[config.mk]
export PLATFORM = sky130hd
export DESIGN_NAME = button_debounce
export DESIGN_NICKNAME = d
export VERILOG_FILES = /design/src/rtl/button_debounce.sv
export SDC_FILE = /design/constraint.sdc
export NUM_CORES = 1
export LEC_CHECK = 0
export BUFFER_PORTS_ARGS = -buffer_cell sky130_fd_sc_hd__buf_2
export CORE_UTILIZATION = 55
export DETAILED_ROUTE_END_ITERATION = 6
export PLACE_DENSITY = 0.79
export SETUP_SLACK_MARGIN = 0.5
export SLEW_MARGIN = 20
export SYNTH_ARGS = -nofsm -noshare
export SYNTH_HDL_FRONTEND = slang
export SYNTH_SLANG_ARGS = --single-unit
[constraint.sdc]
create_clock -name clk -period 3.5 [get_ports clk]
set_input_delay 0.35 -clock clk [delete_from_list [all_inputs] [get_ports clk]]
set_output_delay 0.35 -clock clk [all_outputs]
set_load 0.02 [all_outputs]
[src/rtl/button_debounce.sv]
// Debounce controller: two-flop synchroniser, four-state confirm FSM with a
// one-shot 2^CNT_W interval, and an optional long-press pulse (LONG_PRESS_EN).
module button_debounce #(
  parameter int CNT_W   = 20,
  parameter bit ACT_LOW = 1'b1,
  parameter int HOLD_N  = 50
) (
  input  logic clk,
  input  logic rst,
  input  logic btn_in,
  output logic btn_lvl,
  output logic btn_p,
  output logic btn_r,
  output logic long_p,
  output logic busy
);

  typedef enum logic [1:0] {IDLE, CONF_P, PRESSED, CONF_R} state_t;

  state_t           state, state_nxt;
  logic [CNT_W-1:0] cnt;
  logic             s1, s2, btn_s, tc;
  logic             p_nxt, r_nxt, lvl_nxt, cnt_run;
  logic             lvl_q, p_q, r_q;

  if (HOLD_N < 1) begin : g_bad_hold
    $error("HOLD_N must be >= 1");
  end

  // Synchroniser idles at the inactive pin level so reset never looks like a press.
  always_ff @(posedge clk) begin
    if (rst) begin
      s1 <= ACT_LOW;
      s2 <= ACT_LOW;
    end else begin
      s1 <= btn_in;
      s2 <= s1;
    end
  end

  assign btn_s = s2 ^ ACT_LOW;
  assign tc    = &cnt;

  always_ff @(posedge clk) begin
    if (rst) state <= IDLE;
    else     state <= state_nxt;
  end

  // Bounce is tested before terminal count so a drop on the last cycle aborts.
  always_comb begin
    state_nxt = state;
    unique case (state)
      IDLE:    if (btn_s) state_nxt = CONF_P;
      CONF_P:  if (!btn_s) state_nxt = IDLE;
               else if (tc) state_nxt = PRESSED;
      PRESSED: if (!btn_s) state_nxt = CONF_R;
      CONF_R:  if (btn_s) state_nxt = PRESSED;
               else if (tc) state_nxt = IDLE;
      default: state_nxt = IDLE;
    endcase
  end

  always_comb begin
    p_nxt   = (state == CONF_P) && btn_s && tc;
    r_nxt   = (state == CONF_R) && !btn_s && tc;
    lvl_nxt = (state_nxt == PRESSED) || (state_nxt == CONF_R);
`ifdef LONG_PRESS_EN
    cnt_run = (state == CONF_P) || (state == CONF_R) || (state == PRESSED);
`else
    cnt_run = (state == CONF_P) || (state == CONF_R);
`endif
  end

  always_ff @(posedge clk) begin
    if (rst)                     cnt <= '0;
    else if (state_nxt != state) cnt <= '0;
    else if (cnt_run)            cnt <= cnt + 1'b1;
  end

  always_ff @(posedge clk) begin
    if (rst) begin
      lvl_q <= 1'b0;
      p_q   <= 1'b0;
      r_q   <= 1'b0;
    end else begin
      lvl_q <= lvl_nxt;
      p_q   <= p_nxt;
      r_q   <= r_nxt;
    end
  end

  assign btn_lvl = lvl_q;
  assign btn_p   = p_q;
  assign btn_r   = r_q;
  assign busy    = (state == CONF_P) || (state == CONF_R);

`ifdef LONG_PRESS_EN
  localparam int HW = $clog2(HOLD_N + 1);

  logic [HW-1:0] hold;
  logic          fired, lp_q, hold_hit;

  // Count whole intervals only while staying in PRESSED; saturate at HOLD_N.
  assign hold_hit = (state == PRESSED) && (state_nxt == PRESSED) && tc &&
                    (hold != HW'(HOLD_N));

  always_ff @(posedge clk) begin
    if (rst) begin
      hold  <= '0;
      fired <= 1'b0;
      lp_q  <= 1'b0;
    end else begin
      lp_q <= 1'b0;
      if (state_nxt != state) hold <= '0;
      else if (hold_hit)      hold <= hold + 1'b1;
      if (state == IDLE) begin
        fired <= 1'b0;
      end else if (hold_hit && (hold == HW'(HOLD_N - 1)) && !fired) begin
        lp_q  <= 1'b1;
        fired <= 1'b1;
      end
    end
  end

  assign long_p = lp_q;
`else
  assign long_p = 1'b0;
`endif

endmodule

# Yosys cells after proc, flatten, opt, wreduce, memory -nomap -nowiden
# Cells that the tools add are included.
[totals]
in_bits = 3
mem_bits_ro = 0
memories = 0
output_inout_bits = 5
reg_bits = 27
word_cells = 31
ramBits = 0
latch_bits = 0
[classes]
add_sub_neg = 1
reduce_logical = 9
eq_ne = 6
mul = 0
muxes = 7
bitwise = 1
div_mod_pow = 0
shift = 0
magnitude_cmp = 0
[op_table]
columns = ["cell", "n"]
rows = [
  ["20-bit by 1-bit adder with 20-bit output, second input constant", 1],
  ["20-bit AND reduction", 1],
  ["2-bit two-way mux", 6],
  ["2-bit equality test, second input constant", 4],
  ["2-bit one-hot mux with 4 select lines", 1],
  ["1-bit logical AND", 4],
  ["2-bit by 1-bit equality test with 1-bit output, second input constant", 1],
  ["2-bit zero test", 1],
  ["1-bit logical OR", 2],
  ["2-bit != test", 1],
  ["2-bit OR reduction", 1],
  ["1-bit inverter", 1],
]

# Logic depth before layout (Yosys ltp)
# Gate-level depths: netlist of the first run.
[logic_depth]
ltp_word = 6
mapped_depth = 6
depth_no_buf = 5

# Worst setup path after synthesis of the first run
# OpenSTA, ideal clock, no wires.
[synth_path]
kind = "register to register"
start = "register cnt[0]"
end = "register cnt[0]"
path_buffers = 1
setup_time_ps = 118
required_time_ps = 3382
synth_period_minus_slack_ps = 1769
arrival_time_ps = 1651
stages_incl_launch_ff = 7
path_slack_ps = 1731
cell_sequence = "dfxtp_1 ha_1 nand4_1 nor4_1 a311o_1 buf_2 nor2_1"
[synth_via]
elab_chain_cells = 6
word_cells_on_any_way = 9
classes_between = "add/sub (1); eq/ne (1); mux (5); reduce/logical (2)"
[synth_rtl]
columns = ["element", "line", "source"]
rows = [
  ["start, declared", "21", "logic [CNT_W-1:0] cnt;"],
  ["start signal, assigned", "77", "else if (cnt_run) cnt <= cnt + 1'b1;"],
  ["20-bit AND reduction", "42", "assign tc = &cnt;"],
  ["2-bit two-way mux (on tied branches)", "58, 55", ""],
  ["2-bit two-way mux (on tied branches)", "57, 54", ""],
  ["2-bit one-hot mux with 4 select lines", "52", "unique case (state)"],
  ["2-bit != test", "76", "else if (state_nxt != state) cnt <= '0;"],
  ["2-bit OR reduction (no line)", "-", ""],
]
# Several ways; a longest one is shown, not always the timed one.
# A chain may end at the register's enable or synchronous reset.

# Worst setup path after layout of the first run
[layout_path]
start = "register cnt[0]"
end = "register cnt[5]"
# Same word-level chain as after synthesis.

==> results of run 1 <==
critical path, delay by kind of cell, from the launching register on:
family / cells / cell delay (ns)
simple gates: 3 / 0.82
compound gates: 1 / 0.79
flops: 1 / 0.42
fa+ha+maj: 1 / 0.26
flip-flops by register name, indices dropped and copies added (netlist names):
| signal | cells |
|---|---|
| s1 | 1 |
| state | 2 |
| btn_r | 1 |
| btn_p | 1 |
| s2 | 1 |
| cnt | 20 |
cell families after synthesis:
family                   after synthesis  synth area share
multiplexers                           1           0.00873
AND/OR/NAND/NOR                       61             0.288
flip-flops                            26             0.454
AO/OA/AOI/OAI                         13            0.0710
buffers and inverters                 10            0.0415
XOR/XNOR                              16             0.122
other                                  1           0.00327
adder cells (fa/ha/maj)                1            0.0109
layout make-up:
| cell class | instances | area share |
|---|---|---|
| multi-input cells | 93 | 0.478 |
| clock buffers | 4 | 0.0300 |
| well taps | 27 | 0.0279 |
| repair buffers | 6 | 0.0248 |
| inverters | 3 | 0.00931 |
| flip-flops and latches | 26 | 0.430 |
metrics by stage:
step	setup slack (ns)	utilization	hold WS (ns)
2_1_floorplan	1.73	-	0.389
4_1_cts	1.09	0.617	0.190
6_report	1.09	0.617	0.201
3_3_place_gp	1.20	0.598	0.394
5_1_grt	0.834	0.617	0.208
3_5_place_dp	1.12	0.598	0.409
how the worst max path moves through the flow:
stage                     startpoint  slack (ns)       to
after floorplan               cnt[0]        1.73   cnt[0]
final                         cnt[0]        1.09   cnt[5]
after global placement        cnt[0]        1.20   cnt[1]
after detailed placement      cnt[0]        1.12  cnt[15]
after CTS                     cnt[0]        1.09  cnt[15]
after global routing          cnt[0]        0.83  cnt[15]
metal layers:
layer	vias up	track usage
li1	456	-
met1	402	0.269
met2	7	0.318
met3	2	0.0453
met4	0	0.100
met5	-	0
cell usage after synthesis:
cell,number,area share
a21o_1,1,0.0066
a21oi_1,5,0.022
a21oi_2,1,0.0076
a311o_1,1,0.0087
a41o_1,1,0.0087
and3_1,1,0.0055
and4_1,1,0.0076
buf_2,5,0.022
buf_4,1,0.0066
clkbuf_1,1,0.0033
conb_1,1,0.0033
dfxtp_1,26,0.45
ha_1,1,0.011
inv_1,3,0.0098
mux2i_1,1,0.0087
nand2_1,8,0.026
nand3_1,5,0.022
nand3_2,1,0.0087
nand4_1,9,0.049
nand4_4,1,0.019
nor2_1,18,0.059
nor3_1,4,0.017
nor3b_1,1,0.0066
nor4_1,4,0.022
o21ai_0,4,0.017
or2_2,2,0.011
or3_1,4,0.022
or4_1,2,0.013
xnor2_1,10,0.076
xor2_1,6,0.046
power breakdown:
group	switching [mW]	leakage, nW	internal (mW)
Clock	0.0845	0.0210	0.0637
Combinational	0.00888	0.161	0.00420
Sequential	0.00206	0.210	0.298
==> results.toml, run 1 <==
[run_status]
outcome = "finished, final reports clean"

[global_route]
globalRouteTotalUtil = 0.205
grt_max_degree = 21
grt_pass1_wl_mm = 3.19
total_gr_overflow = 0
antenna_found_initial = 0
via_count_of_the_first_global_routing_pass = 765

[timing]
layout_min_cycle_time_ns = 2.41
setup-violations-final = 0
max_freq_mhz = 415
maxSlewHeadroom = 0.481
worst_pin_slew_ns = 0.778
timing.final.crit_share = 0.689
worst_clock_skew_ns = 0.00271
fin_tns_setup_ns = 0
drv_slew = 0
finalHoldViolCount = 0
rsz0062_at_grt = "false"

[cells_and_area]
final-instance-count-excl-fill = 159
n_fill_cell = 195
ff_latch_area_sq_um = 520
multiInputGateArea_sq_um = 578
layout-drive-gt1-share = 0.114
layout_commonest_cell = "dfxtp_1"
layout_common_cells = "26 x dfxtp_1, 18 x nor2_1, 10 x xnor2_1, 9 x nand4_1, 8 x nand2_1"
antenna_cells = 0
final_area_sq_mm = 0.00121
finalNetCount = 137
layout-area-overhead-vs-synth_pct = 5.57

[setup_path]
reg2reg_setup_slack_ns = 1.09
crit_path_max_incr_delay_ns = 0.79
reg2reg_depth = 5
required_ns = 3.69
timing.critical_path.cells = "ha_1 -> nand4_1 -> nor4_1 -> a311o_1 -> nor2_1"
crit_path_start_kind = "flip-flop"
cp_slowest_cell = "a311o_1"
critical_path_arrival_ns = 2.61
regToRegStartpoint = "cnt[0]"
worstReg2RegEnd = "cnt[5]"
worstSetupPathType = "flip-flop to flip-flop"
endpoint_kind = "flip-flop"
critical_path_peak_fanout = 20

[place]
numPortBuffers = 6
detailed_place.area_sq_mm = 0.00117
detailedPlacementHpwl_mm = 1.45
gp_congestion = 0.792
numPlacedInstances = 155

[clock_tree]
clkTransAtPathRegs_ns = 0.13
clockRootBuffer = "clkbuf_4"
cts-hold-fix-buffers = 0
htreeDepth = 1
cts_made_buffers = 3
cts-resized-gates = 0
clock_latency_ns = 0.32
cts.path.max_buffers = 2
tritoncts_num_sinks = 26
tritoncts = "yes"
cts_setup_buffers = 0

[power_and_ir_drop]
cellLeakagePower_nw = 0.392
power.ir.vdd_worst_mv = 0.288
design_power_total_uw = 461
cellPowerDensity_mw_per_mm2 = 381

[min_path]
min_delay_worst_endpoint = "s1"
timing.hold.worst.class = "primary input to flip-flop"
min_delay_path_depth = 2
hold_path.startpoint = "btn_in"

[logic_synthesis]
postSynthAreaPerCell_sq_um = 8.88
postSynthRegisterBits = 26
ys_types = 30
yosysSeqAreaShare = 0.454
yosysWarningCount = 0
syn_inst = 129
syn-cell-area_sq_mm = 0.00115
synth.net_count = 133

[drt]
drtIter0Drc = 18
met1Wirelength_mm = 1.02
antenna_left = 0
dr_wl_met2_um = 912
drt_pass1_iterations = 4
avgViaCountPerCell = 5.45
post_detailed_route_drc_marker_count = 0
met3_wirelength_um = 32
route.vias.total = 867
mean_routed_wirelength_per_cell_um = 12.5
route.final.wire_length_mm = 1.99
route.top_layer_used = "met4"

[floorplanning]
design.die.area_sq_mm = 0.00227
boundaryPins = 8
floorplan.die.height_um = 47.7
die_w_um = 47.7
initial_utilization = 0.584
coreArea_sq_mm = 0.00196
floorplan.rows = 16

[run]
timing.max_cap.violations = 0
No activity file was read; power rests on OpenSTA's default activity.
==> run 2, diff against run 1 <==
- ABC_AREA: default -> 1
- PLACE_DENSITY: 0.79 -> 0.78
- clock period: 3.5 -> 2.34 ns (I/O delays scaled with it)
==> run 2 against run 1 <==
Effect of this change:
- count of clock-buffer cells in the layout is the same
- clock skew shrank 0.00095 ns
- utilization grew 0.40 points
- first-iteration DRC count grew 22%
- die area grew 17%
- critical path type unchanged
- largest power group unchanged
==> results.toml, run 2 <==
[cells_and_area]
layout-area-overhead-vs-synth_pct = 4.34
layout_top_registers = "cnt: 20 flops, state: 2 flops"
layout_commonest_cell = "nand2_1"
flip_flop_count_of_the_largest_register_all_copies_and_words_added = 20
final_core_utilization = 0.621
antenna_cells = 0
layout_common_cells = "41 x nand2_1, 28 x nor2_1, 26 x dfxtp_1, 23 x inv_1, 14 x nor2_2"
finalNetCount = 197
register_with_the_most_flip_flops = "cnt"
layout-drive-gt1-share = 0.188

[power_and_ir_drop]
power_frac_comb = 0.042
power_switching_uw = 149
cellPowerDensity_mw_per_mm2 = 494
power.ir.vdd_worst_mv = 0.418
seqPwrFrac = 0.641
power.share.clock = 0.317
cellLeakagePower_nw = 0.539
internal_power_uw = 549
swShare = 0.213

[drt]
drt_pass1_iterations = 6
antenna_left = 0
avgViaCountPerCell = 5.05
mean_routed_wirelength_per_cell_um = 10.7
drtIter0Drc = 22
route.final.wire_length_mm = 2.35
route.vias.total = 1111
post_detailed_route_drc_marker_count = 0

[timing]
setup-violations-final = 0
rsz0062_at_grt = "false"
drv_slew = 0
max_freq_mhz = 604
worst_clock_skew_ns = 0.00177
layout_min_cycle_time_ns = 1.66
fin_tns_setup_ns = 0
finalHoldViolCount = 0
timing.final.crit_share = 0.707

[min_path]
hold_path.startpoint = "btn_in"
timing.hold.worst.class = "primary input to flip-flop"
min_delay_path_depth = 2

[floorplanning]
boundaryPins = 8
floorplan.die.height_um = 51.6
floorplan.rows = 17
coreArea_sq_mm = 0.00228
initial_utilization = 0.595
design.die.area_sq_mm = 0.00266
die_w_um = 51.6

[global_route]
grt_max_degree = 15
antenna_found_initial = 0
globalRouteTotalUtil = 0.219
grt.met3_usage = 0.0263
via_count_of_the_first_global_routing_pass = 1091
grtUsageMet2 = 0.403
use_met1 = 0.253
gr-max-usage-layer = "met2"
grt_pass1_wl_mm = 4.40
total_gr_overflow = 0

[setup_path]
crit_path_start_kind = "flip-flop"
worstSetupPathType = "flip-flop to flip-flop"
regToRegStartpoint = "cnt[0]"
endpoint_kind = "flip-flop"
critical_path_arrival_ns = 1.87
required_ns = 2.56
startpoint = "cnt[0]"
reg2reg_depth = 8
critical_path_peak_fanout = 13

[clock_tree]
tritoncts_num_sinks = 26
htreeDepth = 1
cts-hold-fix-buffers = 0
clockRootBuffer = "clkbuf_4"
cts.path.max_buffers = 2
cts_setup_buffers = 0
cts_made_buffers = 3
clkTransAtPathRegs_ns = 0.13
cts-resized-gates = 0
clock_latency_ns = 0.31
tritoncts = "yes"

[run_status]
outcome = "finished, final reports clean"

[logic_synthesis]
ys_dominant_reg_cell = "dfxtp_1"
post-synth-top-area-fraction = 0.384
yosysWarningCount = 0
largest_cells_by_area_after_synthesis = "dfxtp_1 38%, nand2_1 11%, nor2_1 7.8%"
yosysSeqAreaShare = 0.384
number_of_flops_mapped_to_enable_cells_by_yosys = 0
syn_inst = 186
synth_async_sr_flop_share = 0
synthMostInstantiatedCell = "nand2_1"
syn-cell-area_sq_mm = 0.00135
postSynthRegisterBits = 26
synth.net_count = 190
most_used_standard_cells_in_the_synthesized_netlist = "41 x nand2_1, 28 x nor2_1, 26 x dfxtp_1"
ys_types = 29
postSynthAreaPerCell_sq_um = 7.28
synthDominantAreaCellType = "dfxtp_1"

[place]
numPortBuffers = 6
gp_congestion = 0.854
detailedPlacementHpwl_mm = 1.82

[run]
timing.max_cap.violations = 0
## run 2: cell types whose count changed after synthesis, sizes merged, moves of 3 or more
cell,change
or3,-4
nor4,-4
nand3,+7
inv,+21
buf,-3
xnor2,-6
nand2,+36
a21oi,-5
nor2,+28
xor2,-3
nand4,-3
## run 2: critical path: stages, from the launching register on
cell     delay (ns)
dfxtp_1        0.40
ha_1           0.22
nand2_2        0.08
nor2_2         0.20
nand3_4        0.15
nor2_4         0.18
nor2_4         0.08
inv_4          0.17
nor2_1         0.07
## run 2: worst paths after layout
check        endpoint  slack, ns
min reg2reg        s2       0.44
max reg2reg   cnt[11]       0.68
max           cnt[11]       0.68
min                s1       0.09
## run 2: power by group through the flow
stage	clock, mW	sequential, mW	combinational [mW]
after floorplan	0	0.456	0.0317
after global placement	0	0.458	0.0286
after detailed placement	0	0.458	0.0294
after CTS	0.228	0.448	0.0295
after global routing	0.244	0.448	0.0322
final	0.221	0.448	0.0292
## run 2: cell families (layout without fill, tap and decap cells)
logic type / count (synthesis) / count (layout) / share of synthesized area
fa+ha+maj: 1 / 1 / 0.00924
other cells: 1 / 1 / 0.00277
buf+inv: 28 / 34 / 0.0998
mux: 1 / 1 / 0.00739
compound gates: 5 / 5 / 0.0213
xor+xnor: 7 / 7 / 0.0453
flops: 26 / 26 / 0.384
simple gates: 117 / 117 / 0.430
## run 2: layout make-up
class,instances,area (sq um)
inverters,24,92.6
fillers,211,863
clock buffers,4,36.3
well taps,28,35.0
multi-input cells,132,698
repair buffers,6,30.0
flip-flops and latches,26,520
## run 2: through the flow
stage | setup WS, ns | power, mW | cells | area (sq um) | hold slack (ns)
CTS | 0.679 | 0.705 | 220 | 1410 | 0.0817
global placement | 0.795 | 0.486 | 216 | 1380 | 0.407
global route | 0.564 | 0.724 | 220 | 1410 | 0.0773
finish | 0.685 | 0.698 | 220 | 1410 | 0.0880
floorplan | 0.857 | 0.488 | 186 | 1350 | 0.310
detailed placement | 0.700 | 0.487 | 216 | 1380 | 0.406
## run 2: layer usage
metal | share of wire | up-vias
li1 | - | 588
met1 | 0.47 | 501
met2 | 0.49 | 16
met3 | 0.022 | 6
met4 | 0.014 | 0
met5 | 0 | -
